`src/rtl/pwm_pkg.sv`:
```
// Shared sizing constants for the clock divider / PWM slice.
//   PWM_WIDTH    : default width of the PWM counter, period and duty registers.
//   CLKDIV_WIDTH : width of the upstream clock divider's prescale counter.
package pwm_pkg;

  localparam int PWM_WIDTH    = 8;
  localparam int CLKDIV_WIDTH = 16;

endpackage

```
`src/rtl/pwm_shadow_regs.sv`:
```
// Double-buffered period/duty register pair for one PWM channel.
// Host writes land in the shadow pair and raise a pending flag; the active
// pair picks them up at the next wrap. While the channel is disabled the
// active pair follows the shadow (or a same-cycle write) on every clock.
//
// Ports:
//   clk, rst_n          : clock, synchronous active-low reset
//   wr                  : write strobe for period_in / duty_in
//   period_in, duty_in  : host values (period minus one, high ticks)
//   enable              : channel run enable
//   wrap                : counter wrap event from the owning channel
//   per_act, duty_act   : active period / duty used by the counter/compare
module pwm_shadow_regs
  import pwm_pkg::*;
#(
  parameter int WIDTH = PWM_WIDTH
) (
  input  logic             clk,
  input  logic             rst_n,
  input  logic             wr,
  input  logic [WIDTH-1:0] period_in,
  input  logic [WIDTH-1:0] duty_in,
  input  logic             enable,
  input  logic             wrap,
  output logic [WIDTH-1:0] per_act,
  output logic [WIDTH-1:0] duty_act
);

  logic [WIDTH-1:0] per_sh;
  logic [WIDTH-1:0] duty_sh;
  logic             pending;

  always_ff @(posedge clk) begin
    if (!rst_n) begin
      per_sh   <= '0;
      duty_sh  <= '0;
      per_act  <= '0;
      duty_act <= '0;
      pending  <= 1'b0;
    end else begin
      if (wr) begin
        per_sh  <= period_in;
        duty_sh <= duty_in;
      end
      if (!enable || wrap) begin
        // A write landing on the load cycle bypasses the shadow so the
        // newest values are never lost behind a stale pending copy.
        if (wr) begin
          per_act  <= period_in;
          duty_act <= duty_in;
        end else if (!enable || pending) begin
          per_act  <= per_sh;
          duty_act <= duty_sh;
        end
        pending <= 1'b0;
      end else if (wr) begin
        pending <= 1'b1;
      end
    end
  end

endmodule

```
`src/rtl/pwm_generator.sv`:
```
// Single-channel PWM stage driven by the clock divider's tick.
// The counter advances on tick and wraps at the active period; pwm_out is
// the registered compare (cnt < duty_act), so it lags cnt by one clock.
// period_end pulses for one clock after each wrap.
//
// Ports:
//   clk, rst_n          : clock, synchronous active-low reset
//   tick                : one-clk count enable from the clock divider
//   wr                  : shadow register write strobe
//   period_in           : period minus one (period = period_in+1 ticks)
//   duty_in             : high time in ticks
//   enable              : channel run enable
//   pwm_out             : registered PWM waveform
//   period_end          : registered one-clk end-of-period pulse
//   cnt_out             : current counter value
module pwm_generator
  import pwm_pkg::*;
#(
  parameter int WIDTH = PWM_WIDTH
) (
  input  logic             clk,
  input  logic             rst_n,
  input  logic             tick,
  input  logic             wr,
  input  logic [WIDTH-1:0] period_in,
  input  logic [WIDTH-1:0] duty_in,
  input  logic             enable,
  output logic             pwm_out,
  output logic             period_end,
  output logic [WIDTH-1:0] cnt_out
);

  logic [WIDTH-1:0] cnt;
  logic [WIDTH-1:0] per_act;
  logic [WIDTH-1:0] duty_act;
  logic             wrap;

  assign wrap    = enable & tick & (cnt == per_act);
  assign cnt_out = cnt;

  pwm_shadow_regs #(
    .WIDTH (WIDTH)
  ) u_regs (
    .clk       (clk),
    .rst_n     (rst_n),
    .wr        (wr),
    .period_in (period_in),
    .duty_in   (duty_in),
    .enable    (enable),
    .wrap      (wrap),
    .per_act   (per_act),
    .duty_act  (duty_act)
  );

  // Counter, compare and period marker: all registered from pre-edge values.
  always_ff @(posedge clk) begin
    if (!rst_n || !enable) begin
      cnt        <= '0;
      pwm_out    <= 1'b0;
      period_end <= 1'b0;
    end else begin
      if (tick) begin
        cnt <= wrap ? '0 : cnt + WIDTH'(1);
      end
      // duty_act > per_act can never be reached by cnt, giving 100% high.
      pwm_out    <= (cnt < duty_act);
      period_end <= wrap;
    end
  end

endmodule

```
`config.mk`:
```
export PLATFORM = sky130hd
export DESIGN_NAME = pwm_generator
export DESIGN_NICKNAME = d
export VERILOG_FILES = /design/src/rtl/pwm_pkg.sv /design/src/rtl/pwm_shadow_regs.sv /design/src/rtl/pwm_generator.sv
export SDC_FILE = /design/constraint.sdc
export NUM_CORES = 1
export LEC_CHECK = 0
export CAP_MARGIN = 20
export CORE_UTILIZATION = 50
export DETAILED_ROUTE_END_ITERATION = 7
export PLACE_DENSITY = 0.82
export SLEW_MARGIN = 25
export SYNTH_ARGS = -nofsm -noshare
export SYNTH_HDL_FRONTEND = slang
export SYNTH_HIERARCHICAL = 1
export SYNTH_SLANG_ARGS = --single-unit
```
`constraint.sdc`:
```
create_clock -name clk -period 2.93 [get_ports clk]
set_input_delay 0.879 -clock clk [delete_from_list [all_inputs] [get_ports clk]]
set_output_delay 0.879 -clock clk [all_outputs]
set_load 0.005 [all_outputs]
```
==> results_tabular.tex <==
\begin{tabular}{lr}
\hline
Metric & Value \\
\hline
\multicolumn{2}{l}{\textbf{Status}} \\
\quad Outcome & completed \\
\multicolumn{2}{l}{\textbf{Min path}} \\
\quad Hold path endpoint & u\_regs/duty\_sh[6]\$\_SDFFE\_PN0P\_ \\
\quad Hold WC Path Type & flip-flop to flip-flop \\
\quad Origin of the worst min-delay path & u\_regs/duty\_sh[6]\$\_SDFFE\_PN0P\_ \\
\quad Hold path cells & 2 \\
\multicolumn{2}{l}{\textbf{Layout}} \\
\quad Diodes inserted & 0 \\
\quad Core Util, Final & 65.2\% \\
\quad Synthesis-to-layout area growth & 22.1\% \\
\quad Final Net Count & 249 \\
\quad Layout cell share with drive strength beyond 1 & 18.1\% \\
\multicolumn{2}{l}{\textbf{STA}} \\
\quad Slew Viols, Final & 0 \\
\quad Total negative setup slack & 0 ns \\
\quad Post-route fraction of the period consumed by the critical path & 80.3\% \\
\quad Achievable frequency & 425 MHz \\
\quad Total count of hold-check failures in the final report & 0 \\
\quad Unrepaired setup endpoints after global routing & false \\
\quad Remaining max-slew budget at the tightest pin & 75.4\% \\
\quad Time the final worst path needs with I/O delays and setup & 2.35 ns \\
\quad Worst hold-check slack & 0.524 ns \\
\quad Skew final & 0.00562 ns \\
\quad Number of setup violations in the final report & 0 \\
\quad Tightest Pin Transition & 0.368 ns \\
\multicolumn{2}{l}{\textbf{Logic synthesis}} \\
\quad Netlist Area Pre-Place & 2010 um\^{}2 \\
\quad Dominant cells by area after synthesis & dfxtp\_1, mux2i\_1, mux2\_4 \\
\quad Net count after synthesis & 212 \\
\quad Fraction of synthesized cell area taken by the top area cell type & 42.8\% \\
\quad Proportion of synthesized chip area in sequential cells & 42.8\% \\
\quad Most numerous cell in the Yosys netlist & dfxtp\_1 \\
\quad Post-Syn Area per Cell & 11.0 um\^{}2 \\
\quad Mapped Cells & 183 \\
\quad Yosys Warn Count & 6 \\
\quad Count of flip-flops with a built-in enable after synthesis & 0 \\
\quad Async set or reset register ratio after synthesis & 0\% \\
\quad Yosys cell types & 30 \\
\quad Number of storage elements in the synthesis netlist & 43 \\
\quad Post-synthesis cell type with the largest combined area & dfxtp\_1 \\
\quad Most used standard cells in the synthesized netlist & dfxtp\_1, mux2i\_1, and2\_1, xnor2\_1, mux2\_4 \\
\quad Most used flip-flop cell after synthesis & dfxtp\_1 \\
\multicolumn{2}{l}{\textbf{Floorplanning}} \\
\quad Placement row count & 22 \\
\quad Effective utilization at floorplan & 53.4\% \\
\quad Die H & 65.5 um \\
\quad Core Area & 3770 um\^{}2 \\
\quad Overall die width & 65.5 um \\
\quad Full die area & 4280 um\^{}2 \\
\quad I/O Pins & 31 \\
\multicolumn{2}{l}{\textbf{Setup path}} \\
\quad Critical register-to-register path endpoint & u\_regs/duty\_act[6]\$\_SDFFE\_PN0P\_ \\
\quad Crit path max fanout & 16 \\
\quad Critical path class & input pin to flip-flop \\
\quad Reg-to-Reg Start & cnt\_out[1]\$\_SDFFE\_PP0P\_ \\
\quad Worst setup SP type & input pin \\
\quad Setup slack of the most critical reg-to-reg path & 1.02 ns \\
\quad Depth of the worst register-to-register path & 6 \\
\quad Arrival time of data at the critical path endpoint & 2.54 ns \\
\quad Type of element capturing the critical path & flip-flop \\
\quad Data required, critical path & 3.11 ns \\
\multicolumn{2}{l}{\textbf{Pwr}} \\
\quad Fraction of power consumed by combinational cells & 14.2\% \\
\quad Switching power as a share of total power & 23.6\% \\
\quad Internal portion of total power & 0.000877 W \\
\quad Switching power & 0.000271 W \\
\quad IR drop worst, VDD & 0.000314 V \\
\quad Power per cell area & 467 nW/um\^{}2 \\
\quad Leakage power summed over all cells & 0.999 nW \\
\quad Portion of total power attributed to sequential cells & 54.9\% \\
\quad Clock power share & 30.9\% \\
\multicolumn{2}{l}{\textbf{Drt}} \\
\quad Wire length after detailed routing & 3.58 mm \\
\quad Final ANT Viol Nets & 0 \\
\quad First drt pass iteration count & 4 \\
\quad Via count normalized by instance count & 4.99 \\
\quad DRC violations left & 0 \\
\quad Total number of vias & 1341 \\
\quad Final routed wire length divided by cell count & 13.3 um \\
\quad DRC violation total after the first TritonRoute iteration & 59 \\
\multicolumn{2}{l}{\textbf{Place}} \\
\quad Quantity of I/O buffers inserted on ports & 30 \\
\quad Final GP Congestion & 0.825 \\
\quad DP HPWL & 2.64 mm \\
\multicolumn{2}{l}{\textbf{GRT}} \\
\quad Total congestion overflow & 0 \\
\quad Wire length of the first global-routing pass & 6.18 mm \\
\quad GR Util met1 & 23.5\% \\
\quad Pin count of the biggest net entering global routing & 29 \\
\quad Most congested layer reported by global routing & met2 \\
\quad Via count of the first global-routing pass & 1371 \\
\quad Initial antenna violation count & 0 \\
\quad Tot GR Track Use & 19.2\% \\
\quad Met2 usage & 31.3\% \\
\quad Met3 capacity usage during global routing & 6.42\% \\
\multicolumn{2}{l}{\textbf{Clocking}} \\
\quad Clock buffer count from CTS & 5 \\
\quad Clock transition at the registers of the reported paths & 0.07 ns \\
\quad Post-CTS Setup Repair Bufs & 0 \\
\quad CTS tree & done \\
\quad Clock Tree Buf Depth & 2 \\
\quad \# clock sinks & 43 \\
\quad Clock latency of the later-clocked register in the worst-skew pair & 0.29 ns \\
\quad Number of hold-repair buffers added at the cts stage & 0 \\
\quad CTS resizes & 0 \\
\quad H-tree depth & 2 \\
\quad Root buffer cell & clkbuf\_8 \\
\multicolumn{2}{l}{\textbf{Run}} \\
\quad Max-cap violations & 0 \\
\hline
\end{tabular}
## worst max-delay path, stage by stage
cell	delay, ns
clkdlybuf4s50_1	0.58
nand3_1	0.17
nor3_4	0.20
o21ai_4	0.09
nand2_4	0.24
mux2_2	0.37
## layer usage
metal,share of wire [%],vias up
li1,-,691
met1,47,613
met2,46,30
met3,5.2,7
met4,1.7,0
met5,0,-
## worst max path at each step
stage,startpoint,endpoint,slack [ns],depth (start not counted)
after detailed placement,enable,u_regs/duty_act[5]$_SDFFE_PN0P_,0.28,6
after global placement,enable,u_regs/per_act[3]$_SDFFE_PN0P_,0.33,6
final,enable,u_regs/duty_act[6]$_SDFFE_PN0P_,0.58,6
after CTS,enable,u_regs/duty_act[5]$_SDFFE_PN0P_,0.59,6
after global routing,enable,u_regs/duty_act[5]$_SDFFE_PN0P_,0.49,6
after floorplan,tick,u_regs/duty_act[0]$_SDFFE_PN0P_,0.63,7
## per-stage QoR
step / instances / area (um^2) / setup slack [ns] / total power, W
floorplan: 183 / 2010 / 0.634 / 0.000749
detailed placement: 261 / 2380 / 0.278 / 0.000807
global route: 269 / 2460 / 0.488 / 0.00120
finish: 269 / 2460 / 0.578 / 0.00115
CTS: 269 / 2460 / 0.585 / 0.00116
global placement: 261 / 2380 / 0.332 / 0.000802
## cell families after synthesis
kind of cell | Yosys count | synth area share (%)
multiplexers | 33 | 19.3
flip-flops | 43 | 42.8
AND/OR/NAND/NOR | 62 | 19.4
adder cells (fa/ha/maj) | 8 | 4.97
XOR/XNOR | 15 | 6.53
buffers and inverters | 14 | 3.79
AO/OA/AOI/OAI | 8 | 3.29
## placed cells by master (no fill, tap or decap), types with 2 or more instances in the layout
cell / synthesis / layout
nor2_1: 3 / 3
inv_1: 7 / 7
a211oi_1: 2 / 2
a21o_1: 3 / 3
xor2_1: 3 / 3
clkbuf_8: 0 / 5
nor2b_1: 9 / 9
xnor2_1: 12 / 12
nand2_1: 6 / 6
nor3_1: 9 / 9
nor2b_2: 7 / 7
clkdlybuf4s50_1: 0 / 30
mux2i_1: 17 / 17
ha_1: 8 / 8
mux2_2: 6 / 6
buf_4: 0 / 7
and2_1: 16 / 16
dfxtp_1: 43 / 43
nand4_1: 4 / 4
mux2_4: 10 / 10
nand3_1: 2 / 2
clkbuf_1: 3 / 2
## registers in the layout (all words and copies together) (netlist names)
register,flops
u_regs/per_act,8
cnt_out,8
u_regs/duty_act,8
pwm_out,1
u_regs/duty_sh,8
period_end,1
u_regs/per_sh,8
u_regs/pending,1
## area by class of cell
type                    count  area [um^2]
fillers                   320         1310
multi-input cells         126         1080
flip-flops and latches     43          861
repair buffers             37          353
clock buffers               7         76.3
well taps                  48         60.1
inverters                   7         26.3
clock inverters             1         5.00
## power by group through the flow
stage	Clock [W]	Sequential, W	Combinational [W]
final	0.000355	0.000630	0.000163
after global routing	0.000392	0.000633	0.000178
after CTS	0.000364	0.000630	0.000165
after detailed placement	0	0.000644	0.000164
after global placement	0	0.000643	0.000159
after floorplan	0	0.000639	0.000111
No activity file was read; power rests on OpenSTA's default activity.
